$ cat config.mk
export PLATFORM = sky130hd
export DESIGN_NAME = regfile_write_scheduler_flat
export DESIGN_NICKNAME = d
export VERILOG_FILES = /design/src/rtl/regfile_write_scheduler_pkg.sv /design/src/rtl/regfile_write_scheduler_if.sv /design/src/rtl/wb_entry_fifo.sv /design/src/rtl/regfile_write_scheduler.sv /design/src/flat_wrapper.sv
export SDC_FILE = /design/constraint.sdc
export NUM_CORES = 1
export LEC_CHECK = 0
export ABC_AREA = 0
export CORE_ASPECT_RATIO = 0.9
export CORE_MARGIN = 10
export CORE_UTILIZATION = 30
export CTS_BUF_LIST = sky130_fd_sc_hd__clkbuf_16
export CTS_CLUSTER_DIAMETER = 40
export DETAILED_ROUTE_END_ITERATION = 8
export PLACE_DENSITY_LB_ADDON = 0.2
export SLEW_MARGIN = 10
export SYNTH_ARGS = -nofsm -noshare
export SYNTH_HDL_FRONTEND = slang
export SYNTH_HIERARCHICAL = 1
export SYNTH_SLANG_ARGS = --single-unit
$ cat constraint.sdc
create_clock -name clk -period 3.5 [get_ports clk]
set_input_delay 0.7 -clock clk [delete_from_list [all_inputs] [get_ports clk]]
set_output_delay 0.7 -clock clk [all_outputs]
set_load 0.005 [all_outputs]
$ cat src/rtl/regfile_write_scheduler_pkg.sv
// Shared widths, the x0 address constant and the queue entry type for the write-back scheduler.
package regfile_wb_pkg;

   localparam int XLEN_DEF   = 32;
   localparam int REG_AW_DEF = 5;
   localparam int ZERO_REG   = 0;

   typedef struct packed {
      logic                  valid;
      logic [REG_AW_DEF-1:0] rd;
      logic [XLEN_DEF-1:0]   data;
   } wb_entry_t;

endpackage

$ cat src/rtl/regfile_write_scheduler_if.sv
// Retiring-result stream (valid/ready) from execute/load completion into the write-back scheduler.
import regfile_wb_pkg::*;

interface regfile_write_scheduler_if #(
   parameter int XLEN   = XLEN_DEF,
   parameter int REG_AW = REG_AW_DEF
);
   logic              in_valid;
   logic              in_ready;
   logic [REG_AW-1:0] in_rd;
   logic [XLEN-1:0]   in_data;

   modport master (output in_valid, output in_rd, output in_data, input in_ready);
   modport slave  (input in_valid, input in_rd, input in_data, output in_ready);
endinterface

$ cat src/rtl/wb_entry_fifo.sv
// In-order entry queue: storage, wrapping pointers, occupancy and a flattened view for forwarding.
module wb_entry_fifo #(
   parameter  int DEPTH = 4,
   parameter  int W     = 37,
   localparam int PW    = $clog2(DEPTH),
   localparam int CW    = PW + 1
) (
   input  logic               clk,
   input  logic               rst_n,
   input  logic               push,
   input  logic               pop,
   input  logic [W-1:0]       push_data,
   output logic [W-1:0]       head_data,
   output logic [CW-1:0]      count,
   output logic               full,
   output logic               empty,
   output logic [PW-1:0]      head_ptr,
   output logic [DEPTH-1:0]   ent_valid,
   output logic [DEPTH*W-1:0] ent_data
);

   logic [PW-1:0]    head_ptr_q, head_ptr_d;
   logic [PW-1:0]    tail_ptr_q, tail_ptr_d;
   logic [CW-1:0]    count_q, count_d;
   logic [DEPTH-1:0] valid_q, valid_d;
   logic [W-1:0]     mem_q [DEPTH];
   logic [W-1:0]     mem_d [DEPTH];

   logic do_push, do_pop;

   assign full    = (count_q == CW'(DEPTH));
   assign empty   = (count_q == '0);
   assign do_push = push && !full;
   assign do_pop  = pop && !empty;

   always_comb begin
      // NOTE: every _d starts as its _q so no path through this block leaves a variable unassigned (no latch).
      head_ptr_d = head_ptr_q;
      tail_ptr_d = tail_ptr_q;
      count_d    = count_q;
      valid_d    = valid_q;
      mem_d      = mem_q;
      if (do_push) begin
         mem_d[tail_ptr_q]   = push_data;
         valid_d[tail_ptr_q] = 1'b1;
         tail_ptr_d          = tail_ptr_q + PW'(1);
      end
      if (do_pop) begin
         valid_d[head_ptr_q] = 1'b0;
         head_ptr_d          = head_ptr_q + PW'(1);
      end
      case ({do_push, do_pop})
         2'b10:   count_d = count_q + CW'(1);
         2'b01:   count_d = count_q - CW'(1);
         default: count_d = count_q;
      endcase
   end

   always_ff @(posedge clk or negedge rst_n) begin
      // NOTE: sequential state uses <= so every flop samples pre-edge values regardless of block order.
      if (!rst_n) begin
         head_ptr_q <= '0;
         tail_ptr_q <= '0;
         count_q    <= '0;
         valid_q    <= '0;
      end else begin
         head_ptr_q <= head_ptr_d;
         tail_ptr_q <= tail_ptr_d;
         count_q    <= count_d;
         valid_q    <= valid_d;
      end
   end

   // NOTE: payload storage is deliberately not reset; valid bits and the empty gate make stale data invisible.
   always_ff @(posedge clk) begin
      mem_q <= mem_d;
   end

   always_comb begin
      ent_data = '0;
      for (int i = 0; i < DEPTH; i++) begin
         ent_data[i*W +: W] = mem_q[i];
      end
   end

   assign head_data = mem_q[head_ptr_q];
   assign count     = count_q;
   assign head_ptr  = head_ptr_q;
   assign ent_valid = valid_q;

endmodule

$ cat src/rtl/regfile_write_scheduler.sv
// Register-file write-port initiator: x0 filter, in-order queue drain, optional forwarding (WB_FORWARD_EN).
import regfile_wb_pkg::*;

module regfile_write_scheduler #(
   parameter  int DEPTH  = 4,
   parameter  int XLEN   = XLEN_DEF,
   parameter  int REG_AW = REG_AW_DEF,
   localparam int PW     = $clog2(DEPTH),
   localparam int CW     = PW + 1
) (
   input  logic                      clk,
   input  logic                      rst_n,
   regfile_write_scheduler_if.slave  in_if,
   input  logic                      drain_en,
   output logic                      RegWrite,
   output logic [REG_AW-1:0]         WriteRegister,
   output logic [XLEN-1:0]           WriteData,
   output logic [CW-1:0]             q_count,
   input  logic [REG_AW-1:0]         fwd_addr1,
   input  logic [REG_AW-1:0]         fwd_addr2,
   output logic                      fwd_hit1,
   output logic                      fwd_hit2,
   output logic [XLEN-1:0]           fwd_data1,
   output logic [XLEN-1:0]           fwd_data2
);

   localparam int W = REG_AW + XLEN;

   logic               push;
   logic [W-1:0]       head_data;
   logic               full, empty;
   logic [PW-1:0]      head_ptr;
   logic [DEPTH-1:0]   ent_valid;
   logic [DEPTH*W-1:0] ent_data;

   // Writes to x0 complete the handshake but never occupy a slot.
   assign in_if.in_ready = !full;
   assign push = in_if.in_valid && in_if.in_ready && (in_if.in_rd != REG_AW'(ZERO_REG));

   wb_entry_fifo #(.DEPTH(DEPTH), .W(W)) u_fifo (
      .clk       (clk),
      .rst_n     (rst_n),
      .push      (push),
      .pop       (RegWrite),
      .push_data ({in_if.in_rd, in_if.in_data}),
      .head_data (head_data),
      .count     (q_count),
      .full      (full),
      .empty     (empty),
      .head_ptr  (head_ptr),
      .ent_valid (ent_valid),
      .ent_data  (ent_data)
   );

   assign RegWrite      = !empty && drain_en;
   assign WriteRegister = empty ? '0 : head_data[W-1 -: REG_AW];
   assign WriteData     = empty ? '0 : head_data[XLEN-1:0];

`ifdef WB_FORWARD_EN
   // Walk oldest to youngest from the head so the last match is the youngest value.
   function automatic logic [XLEN:0] fwd_lookup(
      input logic [REG_AW-1:0]  addr,
      input logic [PW-1:0]      hp,
      input logic [DEPTH-1:0]   vld,
      input logic [DEPTH*W-1:0] ents
   );
      logic [XLEN:0] res;
      logic [PW-1:0] idx;
      logic [W-1:0]  e;
      res = '0;
      for (int i = 0; i < DEPTH; i++) begin
         idx = hp + PW'(i);
         e   = ents[int'(idx)*W +: W];
         if (addr != REG_AW'(ZERO_REG) && vld[idx] && e[W-1 -: REG_AW] == addr) begin
            res = {1'b1, e[XLEN-1:0]};
         end
      end
      return res;
   endfunction

   logic [XLEN:0] fwd1, fwd2;

   always_comb begin
      fwd1 = fwd_lookup(fwd_addr1, head_ptr, ent_valid, ent_data);
      fwd2 = fwd_lookup(fwd_addr2, head_ptr, ent_valid, ent_data);
   end

   assign fwd_hit1  = fwd1[XLEN];
   assign fwd_data1 = fwd1[XLEN-1:0];
   assign fwd_hit2  = fwd2[XLEN];
   assign fwd_data2 = fwd2[XLEN-1:0];
`else
   logic unused_fwd;
   assign unused_fwd = ^{fwd_addr1, fwd_addr2, head_ptr, ent_valid, ent_data};
   assign fwd_hit1   = 1'b0;
   assign fwd_hit2   = 1'b0;
   assign fwd_data1  = '0;
   assign fwd_data2  = '0;
`endif

endmodule

$ cat src/flat_wrapper.sv
// flat-port wrapper written by rule: the top's interface ports become plain ports
module regfile_write_scheduler_flat 
#(
   parameter  int DEPTH  = 4,
   parameter  int XLEN   = XLEN_DEF,
   parameter  int REG_AW = REG_AW_DEF,
   localparam int PW     = $clog2(DEPTH),
   localparam int CW     = PW + 1
)
  (clk, rst_n, drain_en, RegWrite, WriteRegister, WriteData, q_count, fwd_addr1, fwd_addr2, fwd_hit1, fwd_hit2, fwd_data1, fwd_data2, in_if_in_valid, in_if_in_rd, in_if_in_data, in_if_in_ready);
  regfile_write_scheduler_if #(.XLEN(XLEN), .REG_AW(REG_AW)) in_if_i ();
  input  logic clk;
  input  logic rst_n;
  input  logic drain_en;
  output logic RegWrite;
  output logic [REG_AW-1:0] WriteRegister;
  output logic [XLEN-1:0] WriteData;
  output logic [CW-1:0] q_count;
  input  logic [REG_AW-1:0] fwd_addr1;
  input  logic [REG_AW-1:0] fwd_addr2;
  output logic fwd_hit1;
  output logic fwd_hit2;
  output logic [XLEN-1:0] fwd_data1;
  output logic [XLEN-1:0] fwd_data2;
  input wire logic [$bits(in_if_i.in_valid)-1:0] in_if_in_valid;
  input wire logic [$bits(in_if_i.in_rd)-1:0] in_if_in_rd;
  input wire logic [$bits(in_if_i.in_data)-1:0] in_if_in_data;
  output wire logic [$bits(in_if_i.in_ready)-1:0] in_if_in_ready;
  assign in_if_i.in_valid = in_if_in_valid;
  assign in_if_i.in_rd = in_if_in_rd;
  assign in_if_i.in_data = in_if_in_data;
  assign in_if_in_ready = in_if_i.in_ready;
  regfile_write_scheduler #(.DEPTH(DEPTH), .XLEN(XLEN), .REG_AW(REG_AW)) u_core (.clk(clk), .rst_n(rst_n), .in_if(in_if_i), .drain_en(drain_en), .RegWrite(RegWrite), .WriteRegister(WriteRegister), .WriteData(WriteData), .q_count(q_count), .fwd_addr1(fwd_addr1), .fwd_addr2(fwd_addr2), .fwd_hit1(fwd_hit1), .fwd_hit2(fwd_hit2), .fwd_data1(fwd_data1), .fwd_data2(fwd_data2));
endmodule
==> run_results.csv <==
group,metric,value,unit
grt,grt-busiest-layer,"met2",
critical_path,crit_type,"flip-flop to primary output",
min_path,hold_path_class,"flip-flop to flip-flop",
grt,first_global_vias,3459,
routing,drtPass1Iterations,4,
finish,nNetsFinal,503,
logic_synthesis,postSynthCellCount,348,
critical_path,path_max_fanout,17,
sta,tightest_slew,0.828,ns
sta,grt_setup_unrepaired,"no",
routing,ant_nets,0,
sta,slew_viol_final,0,
grt,grt.overflow.total,0,
clock_tree,cts_hold_buf,0,
routing,drt_iter0_drc,112,
grt,grt_pass1_wl,20700,um
grt,antenna_found_initial,0,
critical_path,crit_family,"buffers and inverters",
critical_path,r2r_cells,6,
grt,grt_max_degree,39,
sta,slew_headroom,44.7,%
floorplanning,ioPinCount,159,
critical_path,critPathMaxStageDelay,0.66,ns
logic_synthesis,synthesis.area,6600,sq um
routing,wl,13600,um
job,max_cap_viol_count,0,
routing,vias,3088,
routing,post-route-drc-count,0,
placed_design,place.gp.congestion,0.646,
sta,hold_viol,0,
placed_design,hpwl,8930,um
sta,clock_skew,0.00754,ns
critical_path,critical_path.slowest_cell,"dfrtp_4",
clock_tree,cts_tree,"built",
critical_path,startpoint_type,"flip-flop",
logic_synthesis,yosysWarningCount,6,
sta,setup_violations,0,
pwr,pwr-share-seq,39.1,%
grt,grt_usage,9.70,%
critical_path,path_depth,4,
pwr,max-vdd-ir-drop,0.000456,V
clock_tree,htree_levels,4,
finish,fillers,2005,
pwr,p_int,4.98,mW
clock_tree,cts-root-buf,"clkbuf_16",
pwr,total_power,6.90,mW
critical_path,cp_num_buf_inv,2,
clock_tree,numCtsBuffers,17,
routing,vias_per_cell,4.13,
floorplanning,start_util,30.5,%
sta,fin_crit_sh,91.7,%
finish,most-common-layout-cells,"148 x edfxtp_1, 82 x clkdlybuf4s50_1, 66 x conb_1, 39 x nor2b_1, 37 x mux4_2",
floorplanning,rows,51,
pwr,clock_power_share,26.0,%
grt,use_met1,11.6,%
pwr,p_leak,2.79,nW
pwr,power_switching,1.93,mW
critical_path,path_cells,"buf_4 > mux4_2 > nor2b_1 > clkdlybuf4s50_1",
run_status,status,"finished clean",
clock_tree,cts_setup_buffers,0,
pwr,power.density,848,nW/um^2
clock_tree,clock_sinks,155,
sta,fin_crit,3.21,ns
critical_path,crit_arrival,2.51,ns
placed_design,portBuffers,82,
min_path,whs_path_depth,1,
finish,layout_commonest_cell,"edfxtp_1",
finish,syn2layout_area_growth,23.3,%
floorplanning,fp.dieH,161,um
floorplanning,die_x,176,um
clock_tree,clk_latency,0.41,ns
finish,diodes,0,
sta,finalSetupTns,0,ns
pwr,power_frac_comb,34.9,%
sta,clock.fmax,312,MHz
clock_tree,clkSlewWorstSetupHoldPaths,0.06,ns
floorplanning,core,21600,sq um
floorplanning,dieArea,28300,sq um
grt,met2_usage,15.7,%
clock_tree,cts.path.max_buffers,2,
logic_synthesis,avgSynthCellArea,19.0,sq um
clock_tree,cts_resized,0,
pwr,p_sw_share,27.9,%
critical_path,required,2.80,ns
critical_path,cp-end-kind,"primary output",
grt,use_met3,3.94,%
finish,drive_gt1_share,18.4,%
routing,wl_per_cell,18.2,um
## worst paths after layout
check / slack [ns] / startpoint / endpoint
min in group asynchronous: 0.55 / rst_n / u_core/u_fifo/count[2]
setup reg to reg: 0.88 / u_core/u_fifo/count[2] / u_core/u_fifo/ent_data[118]
setup / recovery: 0.29 / u_core/u_fifo/head_ptr[0] / WriteData[31]
hold reg to reg: 0.54 / u_core/u_fifo/tail_ptr_q[0] / u_core/u_fifo/tail_ptr_q[0]
hold / removal: 0.54 / u_core/u_fifo/tail_ptr_q[0] / u_core/u_fifo/tail_ptr_q[0]
max in group asynchronous: 2.68 / rst_n / u_core/u_fifo/head_ptr[0]
## routing by layer
metal	part of all wire (%)	routed length [um]
met5	0	0
met2	48	6510
met3	9.0	1230
met4	0.83	113
met1	42	5740
## power by group through the flow
stage                     registers, mW  clock network, mW  logic [mW]
after CTS                          2.72               1.85        2.50
after floorplan                    2.60                  0        1.45
after detailed placement           2.75                  0        2.48
after global routing               2.75               1.94        2.64
final                              2.70               1.80        2.41
after global placement             2.73                  0        2.48
## worst register-to-register path, cell delays in order (launching register included)
cell	delay [ns]
dfrtp_1	0.45
nor3b_4	0.23
inv_1	0.10
o311a_1	0.32
nand2_1	0.14
nor2_4	0.58
buf_4	0.45
## registers in the layout (all words and copies together) (netlist names)
| signal | flops |
|---|---|
| u_core/u_fifo/head_ptr | 2 |
| u_core/u_fifo/tail_ptr_q | 2 |
| u_core/u_fifo/ent_data | 148 |
| u_core/u_fifo/count | 3 |
## layout make-up
class	count	area [sq um]	share of cell area, %
clock inverters	14	154	1.89
multi-input cells	171	1630	20.0
inverters	8	30.0	0.369
clock buffers	17	425	5.23
repair buffers	92	908	11.2
flip-flops and latches	155	4620	56.8
well taps	291	364	4.48
## per-stage QoR
| step | util (%) | cell area (sq um) | hold slack, ns | worst slack (ns) | cells |
|---|---|---|---|---|---|
| 6_report | 37.6 | 8140 | 0.543 | 0.292 | 748 |
| 4_1_cts | 37.6 | 8140 | 0.535 | 0.195 | 748 |
| 5_1_grt | 37.6 | 8140 | 0.553 | 0.120 | 748 |
| 3_5_place_dp | 34.9 | 7560 | 0.536 | 0.220 | 717 |
| 2_1_floorplan | - | 6840 | 0.404 | 0.391 | 413 |
| 3_3_place_gp | 34.9 | 7560 | 0.522 | 0.234 | 717 |
(Power assumes the default switching activity.)
